### src/rtl/cache_arbiter_pkg.sv
// Shared types and line/beat geometry for the icache/dcache memory arbiter.
package mem_types;

  localparam int unsigned LINE_W  = 256;
  localparam int unsigned BURST_W = 64;
  localparam int unsigned BEATS   = LINE_W / BURST_W;

  typedef enum logic [2:0] {
    IDLE,
    I_RD,
    D_RD,
    D_WR,
    DONE
  } arb_state_t;

  typedef enum logic {
    OWN_I,
    OWN_D
  } arb_owner_t;

endpackage

### src/rtl/cache_arbiter_burst_buffer.sv
// Line buffer for cache_arbiter: parallel line load, beat-indexed fill and
// read-out, and the beat counter with its last-beat flag.
module burst_buffer
  import mem_types::*;
#(
  parameter int unsigned LINE_W  = mem_types::LINE_W,
  parameter int unsigned BURST_W = mem_types::BURST_W
) (
  input  logic               clk_i,
  input  logic               rst_ni,
  input  logic               load_i,
  input  logic [LINE_W-1:0]  line_i,
  input  logic               clr_i,
  input  logic               wr_beat_i,
  input  logic               step_i,
  input  logic [BURST_W-1:0] beat_i,
  output logic [BURST_W-1:0] beat_o,
  output logic [LINE_W-1:0]  line_o,
  output logic               last_o
);

  localparam int unsigned NBEATS = LINE_W / BURST_W;
  localparam int unsigned CNT_W  = $clog2(NBEATS);

  logic [BURST_W-1:0] beat_q [NBEATS];
  logic [CNT_W-1:0]   cnt_q;

  always_ff @(posedge clk_i or negedge rst_ni) begin
    if (!rst_ni) begin
      for (int unsigned b = 0; b < NBEATS; b++) beat_q[b] <= '0;
      cnt_q <= '0;
    end else begin
      if (load_i) begin
        for (int unsigned b = 0; b < NBEATS; b++) beat_q[b] <= line_i[b*BURST_W +: BURST_W];
      end else if (wr_beat_i) begin
        beat_q[cnt_q] <= beat_i;
      end
      // Counter wraps naturally after the last beat; only meaningful inside a burst.
      if (clr_i) cnt_q <= '0;
      else if (step_i) cnt_q <= cnt_q + CNT_W'(1);
    end
  end

  always_comb begin
    line_o = '0;
    for (int unsigned b = 0; b < NBEATS; b++) line_o[b*BURST_W +: BURST_W] = beat_q[b];
  end

  assign beat_o = beat_q[cnt_q];
  assign last_o = (cnt_q == CNT_W'(NBEATS - 1));

endmodule

### src/rtl/cache_arbiter.sv
// Arbitrates icache/dcache line requests onto one 4-beat burst memory port.
// Optional CACHE_ARB_ROUND_ROBIN_EN: toggling priority pointer instead of dcache-first.
module cache_arbiter
  import mem_types::*;
#(
  parameter int unsigned LINE_W  = mem_types::LINE_W,
  parameter int unsigned BURST_W = mem_types::BURST_W,
  parameter int unsigned ADDR_W  = 32
) (
  input  logic               clk,
  input  logic               rst,
  input  logic [ADDR_W-1:0]  i_addr,
  input  logic               i_read,
  output logic [LINE_W-1:0]  i_rdata,
  output logic               i_resp,
  input  logic [ADDR_W-1:0]  d_addr,
  input  logic               d_read,
  input  logic               d_write,
  input  logic [LINE_W-1:0]  d_wdata,
  output logic [LINE_W-1:0]  d_rdata,
  output logic               d_resp,
  output logic [ADDR_W-1:0]  mem_addr,
  output logic               mem_read,
  output logic               mem_write,
  output logic [BURST_W-1:0] mem_wdata,
  input  logic [BURST_W-1:0] mem_rdata,
  input  logic               mem_resp
);

  localparam int unsigned       OFF_W    = $clog2(LINE_W / 8);
  localparam logic [ADDR_W-1:0] OFF_MASK = ADDR_W'((1 << OFF_W) - 1);

  arb_state_t         state_q, state_d;
  arb_owner_t         owner_q, owner_d;
  logic [ADDR_W-1:0]  addr_q, addr_d;
  logic               d_req, grant_d;
  logic               buf_load, buf_clr, buf_wr, buf_step, buf_last;
  logic [BURST_W-1:0] buf_beat;
  logic [LINE_W-1:0]  buf_line;

  assign d_req = d_read | d_write;

`ifdef CACHE_ARB_ROUND_ROBIN_EN
  arb_owner_t prio_q, prio_d;
  assign grant_d = d_req && (!i_read || prio_q == OWN_D);
`else
  assign grant_d = d_req;
`endif

  always_ff @(posedge clk or negedge rst) begin
    if (!rst) begin
      state_q <= IDLE;
      owner_q <= OWN_I;
      addr_q  <= '0;
`ifdef CACHE_ARB_ROUND_ROBIN_EN
      prio_q  <= OWN_D;
`endif
    end else begin
      state_q <= state_d;
      owner_q <= owner_d;
      addr_q  <= addr_d;
`ifdef CACHE_ARB_ROUND_ROBIN_EN
      prio_q  <= prio_d;
`endif
    end
  end

  always_comb begin
    state_d  = state_q;
    owner_d  = owner_q;
    addr_d   = addr_q;
    buf_load = 1'b0;
    buf_clr  = 1'b0;
    buf_wr   = 1'b0;
    buf_step = 1'b0;
`ifdef CACHE_ARB_ROUND_ROBIN_EN
    prio_d   = prio_q;
`endif
    case (state_q)
      IDLE: begin
        if (d_req || i_read) begin
          buf_clr = 1'b1;
          if (grant_d) begin
            owner_d = OWN_D;
            addr_d  = d_addr & ~OFF_MASK;
            // A simultaneous read+write from the dcache is served as the writeback.
            if (d_write) begin
              buf_load = 1'b1;
              state_d  = D_WR;
            end else begin
              state_d  = D_RD;
            end
          end else begin
            owner_d = OWN_I;
            addr_d  = i_addr & ~OFF_MASK;
            state_d = I_RD;
          end
        end
      end
      I_RD, D_RD: begin
        if (mem_resp) begin
          buf_wr   = 1'b1;
          buf_step = 1'b1;
          if (buf_last) state_d = DONE;
        end
      end
      D_WR: begin
        if (mem_resp) begin
          buf_step = 1'b1;
          if (buf_last) state_d = DONE;
        end
      end
      DONE: begin
        state_d = IDLE;
`ifdef CACHE_ARB_ROUND_ROBIN_EN
        prio_d  = (prio_q == OWN_D) ? OWN_I : OWN_D;
`endif
      end
      default: state_d = IDLE;
    endcase
  end

  burst_buffer #(
    .LINE_W  (LINE_W),
    .BURST_W (BURST_W)
  ) u_buf (
    .clk_i     (clk),
    .rst_ni    (rst),
    .load_i    (buf_load),
    .line_i    (d_wdata),
    .clr_i     (buf_clr),
    .wr_beat_i (buf_wr),
    .step_i    (buf_step),
    .beat_i    (mem_rdata),
    .beat_o    (buf_beat),
    .line_o    (buf_line),
    .last_o    (buf_last)
  );

  assign mem_addr  = addr_q;
  assign mem_read  = (state_q == I_RD) || (state_q == D_RD);
  assign mem_write = (state_q == D_WR);
  assign mem_wdata = mem_write ? buf_beat : '0;
  assign i_resp    = (state_q == DONE) && (owner_q == OWN_I);
  assign d_resp    = (state_q == DONE) && (owner_q == OWN_D);
  assign i_rdata   = buf_line;
  assign d_rdata   = buf_line;

endmodule

### config.mk
export PLATFORM = sky130hd
export DESIGN_NAME = cache_arbiter
export DESIGN_NICKNAME = d
export VERILOG_FILES = /design/src/rtl/cache_arbiter_pkg.sv /design/src/rtl/cache_arbiter_burst_buffer.sv /design/src/rtl/cache_arbiter.sv
export SDC_FILE = /design/constraint.sdc
export NUM_CORES = 1
export LEC_CHECK = 0
export ABC_AREA = 1
export CAP_MARGIN = 20
export CORE_AREA = 2 2 393 395
export DETAILED_ROUTE_END_ITERATION = 7
export DIE_AREA = 0 0 395 397
export GPL_TIMING_DRIVEN = 0
export PLACE_DENSITY = 0.34
export SLEW_MARGIN = 10
export SYNTH_ARGS = -nofsm -noshare
export SYNTH_HDL_FRONTEND = slang
export SYNTH_SLANG_ARGS = --single-unit
### constraint.sdc
create_clock -name clk -period 4.84 [get_ports clk]
set_input_delay 0.726 -clock clk [delete_from_list [all_inputs] [get_ports clk]]
set_output_delay 0.726 -clock clk [all_outputs]
set_load 0.02 [all_outputs]
==> run_results.csv, run 1 <==
group,metric,value,unit
drt,avgRoutedWirePerCell,27.02,µm
clock_tree,cts_tree,"built",
pwr,worst_ir_drop_vdd,0.2400,mV
worst_setup_path,critPathArrivalTime,3930,ps
worst_setup_path,startpoint,"u_buf.cnt_q[0]",
cells_and_area,area_growth,65.01,%
worst_setup_path,rr_worst_depth,12,
sta,clock_skew,23.06,ps
worst_setup_path,crit_slowest_cell,"clkdlybuf4s50_1",
worst_setup_path,worstPathCellList,"clkinvlp_4 > clkbuf_2 > buf_16 > clkbuf_1 > o21ai_0 > a21oi_1 > clkdlybuf4s50_1",
run_status,status,"complete, no violations",
place,port_buffers,984,
drt,num_vias,27200,
global_routing,grt_max_degree,80,
clock_tree,cts_root_buf,"clkbuf_16",
yosys,synthTopCellsByArea,"dfrtp_1 (33%), nand2_1 (18%), nand3_1 (12%)",
floorplan,core-area,0.1530,mm²
clock_tree,cts_buffers,44,
yosys,yosysMostFrequentCell,"nand2_1",
worst_setup_path,cp-start-kind,"register",
yosys,synth_common_cells,"nand2_1 (1,064), nand3_1 (515), dfrtp_1 (289)",
yosys,synthCells,3377,
sta,tightest_slew,1053,ps
sta,relSlewSlack,29.65,%
run,cap_viol_max_count,0,
worst_setup_path,critPathKind,"register to primary output",
floorplan,start_util,14.18,%
yosys,synth_largest_area_cell,"dfrtp_1",
worst_setup_path,crit_fanout,10,
sta,layout_setup_ws,187.9,ps
drt,dr.pass1.iters,5,
sta,worst_hold_slack,48.56,ps
floorplan,fp.dieW,395,µm
worst_setup_path,rr_startpoint,"u_buf.cnt_q[0]",
yosys,synth_ff_type,"dfrtp_1",
sta,drv_slew,0,
yosys,synth_edf_count,0,
sta,setup_viol,0,
drt,drc,0,
min_path,min_path_type,"primary input to asynchronous set/reset pin",
worst_setup_path,r2r_end,"u_buf.line_o[30]",
sta,fin_setup_tns,0,ps
drt,drt_iter0_markers,1976,
yosys,async_flop_share,100.0,%
floorplan,die_y,397,µm
yosys,yosys_warnings,0,
global_routing,grt_pass1_vias,26930,
global_routing,antenna_found_initial,49,
cells_and_area,fillers,17290,
yosys,syn-cell-area,0.02169,mm²
clock_tree,ctsHoldBuffers,0,
sta,fmaxAchievable,0.2150,GHz
floorplan,row_count,144,
yosys,synth_seq_cells,289,
worst_setup_path,cp-end-kind,"primary output",
sta,layout_min_cycle_time,4652,ps
worst_setup_path,ff2ff_setup_slack,950,ps
sta,hold_viol_final,0,
global_routing,grt-ovfl-total,0,
clock_tree,cts_resized,1,
worst_setup_path,crit_required,4110,ps
yosys,ys_types,25,
clock_tree,clockBufferDepth,3,
pwr,p_total,0.02430,W
cells_and_area,final_core_util,23.40,%
yosys,syn_area_per_cell,6.424,µm²
yosys,synth_top_area_share,33.34,%
place,pre_cts_slack,461.5,ps
clock_tree,cts.sinks,289,
floorplan,die-area,0.1568,mm²
global_routing,grt_pass1_wl,235900,µm
drt,routed_via_density,4.180,
clock_tree,path_clk_slew,60,ps
place,place.gp.congestion,0.8620,
pwr,power.leakage,17.59,nW
sta,timing.final.crit_share,96.12,%
clock_tree,h-tree-depth,2,
clock_tree,cts_setup_buffers,0,
sta,rsz0062_at_grt,"no",
clock_tree,worstSkewPairLatency,630,ps
floorplan,pin_count,1002,
worst_setup_path,max_stage_delay,660,ps
global_routing,gr-usage-all-layers,21.63,%
drt,ant_nets,0,
pwr,p_per_area,678.8,mW/mm²
place,dp_hpwl,140700,µm
cells_and_area,drive_gt1_share,11.93,%
cells_and_area,nNetsFinal,4814,
yosys,synth-seq-area-share,33.34,%
drt,drt_wl_total,175800,µm
## report_power, final
part | internal [W] | total [W] | switching [W]
clock | 0.00191 | 0.00335 | 0.00144
combinational | 0.00625 | 0.0158 | 0.00960
sequential | 0.00338 | 0.00510 | 0.00173
## worst max-delay path, delay by kind of cell, from the launching register on
family	cells	cell delay (ps)
AO/OA/AOI/OAI	2	690
flip-flops	1	490
buffers and inverters	5	2060
## sequential cells by signal (all words and copies together) (netlist names)
register      cells
mem_addr         27
state_q           3
u_buf.line_o    256
u_buf.cnt_q       2
owner_q           1
## area by class of cell
cell class	instances	area [µm²]	share of cell area (%)
sequential	289	7232	20.20
inverter	207	782.0	2.185
antenna	14	35.03	0.09787
multi-input combinational	2336	10460	29.23
timing repair buffer	993	10070	28.12
clock buffer	63	1262	3.527
tap	2044	2557	7.145
buffer	549	3248	9.074
clock inverter	13	151.4	0.4229
## worst max-delay path by stage
stage,to,slack (ps),depth (start not counted)
6_report,mem_wdata[32],190,7
5_1_grt,mem_wdata[36],50,7
4_1_cts,mem_wdata[25],50,7
3_5_place_dp,mem_wdata[25],460,7
3_3_place_gp,u_buf.line_o[170],-12880,1
2_1_floorplan,mem_wdata[53],2410,5
## logic make-up after synthesis
logic type      after synthesis  synth area share, %
other cells                   1              0.01729
simple gates               2075                41.78
compound gates              252                6.125
fa+ha+maj                     4               0.2307
buf+inv                     756                18.51
flops                       289                33.34
## metal layers
| metal | part of all wire [%] | routed length (µm) | global-route usage (%) |
|---|---|---|---|
| met5 | 0.14 | 248 | 0 |
| met3 | 6.3 | 11020 | 4.501 |
| met2 | 50 | 87660 | 38.06 |
| met4 | 1.7 | 3065 | 4.478 |
| met1 | 42 | 73820 | 27.07 |
## placed cells by master, fill, tap and decap left out, types with 4 or more instances in the layout
cell | synthesis | layout
diode_2 | 0 | 14
inv_2 | 4 | 4
o21ai_0 | 149 | 149
nand3_1 | 515 | 515
nand4_1 | 195 | 195
o211ai_1 | 27 | 27
dfrtp_1 | 289 | 289
clkbuf_8 | 0 | 9
conb_1 | 1 | 5
or2_2 | 27 | 27
ha_1 | 4 | 4
o21ai_1 | 10 | 10
clkbuf_2 | 0 | 9
buf_1 | 13 | 13
clkinv_2 | 1 | 8
buf_4 | 264 | 264
nand2_1 | 1064 | 1064
buf_16 | 0 | 6
nor2_1 | 262 | 262
a21oi_1 | 66 | 66
clkbuf_1 | 134 | 135
clkbuf_16 | 0 | 44
inv_1 | 202 | 201
nand2_2 | 6 | 6
clkdlybuf4s50_1 | 0 | 983
buf_2 | 136 | 136
## per-stage QoR
step           instances  cell area [µm²]
6_report            6508            35800
5_1_grt             6501            35780
3_3_place_gp        6409            34120
2_1_floorplan       3381            21710
4_1_cts             6494            35760
3_5_place_dp        6418            34340
Power figures use the tool's default switching activity.
==> run 2, diff against run 1 <==
- CORE_AREA: 2 2 393 395 -> 2 2 387 389
- DIE_AREA: 0 0 395 397 -> 0 0 389 391
- PLACE_DENSITY: 0.34 -> 0.35
==> run_results.csv, run 2 (same netlist as run 1, synthesis figures left out) <==
group,metric,value,unit
run_status,status,"complete, no violations",
cells_and_area,final_cell_mix,"nand2_1 (1,064), clkdlybuf4s50_1 (983), nand3_1 (515)",
global_routing,grt_use_met3,3.882,%
place,pre_cts_slack,216.9,ps
cells_and_area,nNetsFinal,4811,
sta,rsz0062_at_grt,"no",
sta,layout_min_cycle_time,4691,ps
worst_setup_path,critPathArrivalTime,3970,ps
global_routing,grt-ovfl-total,0,
drt,ant_nets,0,
sta,relSlewSlack,21.06,%
worst_setup_path,cp-start-kind,"register",
global_routing,gr-usage-all-layers,21.91,%
floorplan,row_count,142,
drt,dr.pass1.iters,6,
clock_tree,cts.sinks,289,
cells_and_area,area_growth,64.40,%
worst_setup_path,crit_slowest_cell,"clkdlybuf4s50_1",
worst_setup_path,critPathKind,"register to primary output",
clock_tree,cts_resized,3,
cells_and_area,layout_commonest_cell,"nand2_1",
sta,setup_viol,0,
clock_tree,cts_setup_buffers,0,
global_routing,antenna_found_initial,56,
floorplan,fp.dieW,389,µm
sta,fmaxAchievable,0.2132,GHz
clock_tree,worstSkewPairLatency,610,ps
sta,timing.final.crit_share,96.93,%
global_routing,grt_pass1_wl,231300,µm
sta,hold_viol_final,0,
global_routing,grt_pass1_vias,26740,
cells_and_area,largest_reg_flops,256,
place,port_buffers,984,
worst_setup_path,crit_required,4110,ps
clock_tree,cts_tree,"built",
pwr,worst_ir_drop_vdd,0.2981,mV
cells_and_area,fillers,16930,
clock_tree,cts_buffers,44,
global_routing,use_met1,27.56,%
worst_setup_path,worstPathCellList,"inv_1 > clkbuf_4 > clkbuf_1 > o21ai_0 > a21oi_1 > clkdlybuf4s50_1",
drt,drc,0,
global_routing,gr-usage-met2,38.39,%
cells_and_area,design_area,0.03566,mm²
place,dp_hpwl,137700,µm
drt,routed_via_density,4.240,
floorplan,die_y,391,µm
worst_setup_path,crit_fanout,10,
clock_tree,ctsHoldBuffers,0,
pwr,power.leakage,17.60,nW
floorplan,pin_count,1002,
global_routing,top_usage_layer,"met2",
place,place.gp.congestion,0.8801,
sta,drv_slew,0,
drt,avgRoutedWirePerCell,27.07,µm
sta,tightest_slew,1184,ps
sta,clock_skew,24.17,ps
worst_setup_path,max_stage_delay,740,ps
worst_setup_path,cp_top_family,"buffers and inverters",
clock_tree,path_clk_slew,60,ps
run,cap_viol_max_count,0,
cells_and_area,fin_cells,6411,
worst_setup_path,cp_num_buf_inv,4,
sta,layout_setup_ws,148.6,ps
global_routing,grt_max_degree,84,
cells_and_area,drive_gt1_share,11.99,%
drt,num_vias,27180,
clock_tree,clockBufferDepth,3,
place,placed_cell_area,0.03414,mm²
min_path,min_path_type,"primary input to asynchronous set/reset pin",
drt,drt_wl_total,173500,µm
place,placedCellCount,6315,
floorplan,die-area,0.1521,mm²
pwr,p_per_area,683.2,mW/mm²
drt,drt_iter0_markers,2021,
sta,fin_setup_tns,0,ps
floorplan,core-area,0.1485,mm²
clock_tree,cts_root_buf,"clkbuf_16",
clock_tree,h-tree-depth,2,
floorplan,start_util,14.61,%
worst_setup_path,cp-end-kind,"primary output",
run 2: final cells by class:
cell class              instances  area, µm²  area share, %
inverters                     207      778.2          2.182
clock inverters                16      193.9         0.5438
multi-input cells            2336      10460          29.33
plain buffers                 549       3253          9.122
clock buffers                  59       1269          3.558
diodes                         21      52.55         0.1474
flip-flops and latches        289       7232          20.28
well taps                    1944       2432          6.820
repair buffers                990       9991          28.01
run 2: worst reg2reg max path, delay by kind of cell (launching register included):
| family | cells | cell delay [ps] |
|---|---|---|
| buf+inv | 6 | 2810 |
| simple gates | 5 | 430 |
| fa+ha+maj | 1 | 290 |
| flops | 1 | 470 |
run 2: layer usage:
layer / up-vias / share of wire (%)
li1: 12800 / -
met1: 13140 / 42
met2: 1025 / 49
met3: 188 / 5.8
met4: 34 / 2.3
met5: - / 0.13
run 2: worst paths after layout:
| kind | endpoint | from | cells after the start | slack (ps) |
|---|---|---|---|---|
| worst max-delay path | mem_wdata[52] | u_buf.cnt_q[0] | 6 | 150 |
| worst min-delay path | mem_addr[30] | rst | 1 | 90 |
| worst max register to register | u_buf.line_o[31] | u_buf.cnt_q[0] | 12 | 770 |
| worst min register to register | mem_addr[26] | mem_addr[26] | 2 | 490 |
| max in group asynchronous | u_buf.line_o[168] | rst | 3 | 3410 |
| min in group clk | mem_addr[26] | mem_addr[26] | 2 | 490 |
run 2: power breakdown:
group / total [W] / internal, W / leakage (nW) / switching (W)
sequential: 0.00512 / 0.00338 / 3.85 / 0.00174
clock: 0.00345 / 0.00204 / 0.726 / 0.00142
combinational: 0.0158 / 0.00621 / 13.0 / 0.00959
run 2: through the flow:
step                      power [W]  hold WS, ps  util, %
after detailed placement    0.02112        480.4    22.99
final                       0.02437        89.13    24.01
after CTS                   0.02472        82.63    23.97
after global placement      0.02114        472.7    22.88
after global routing        0.02581        113.3    23.99
after floorplan             0.01253        430.4        -
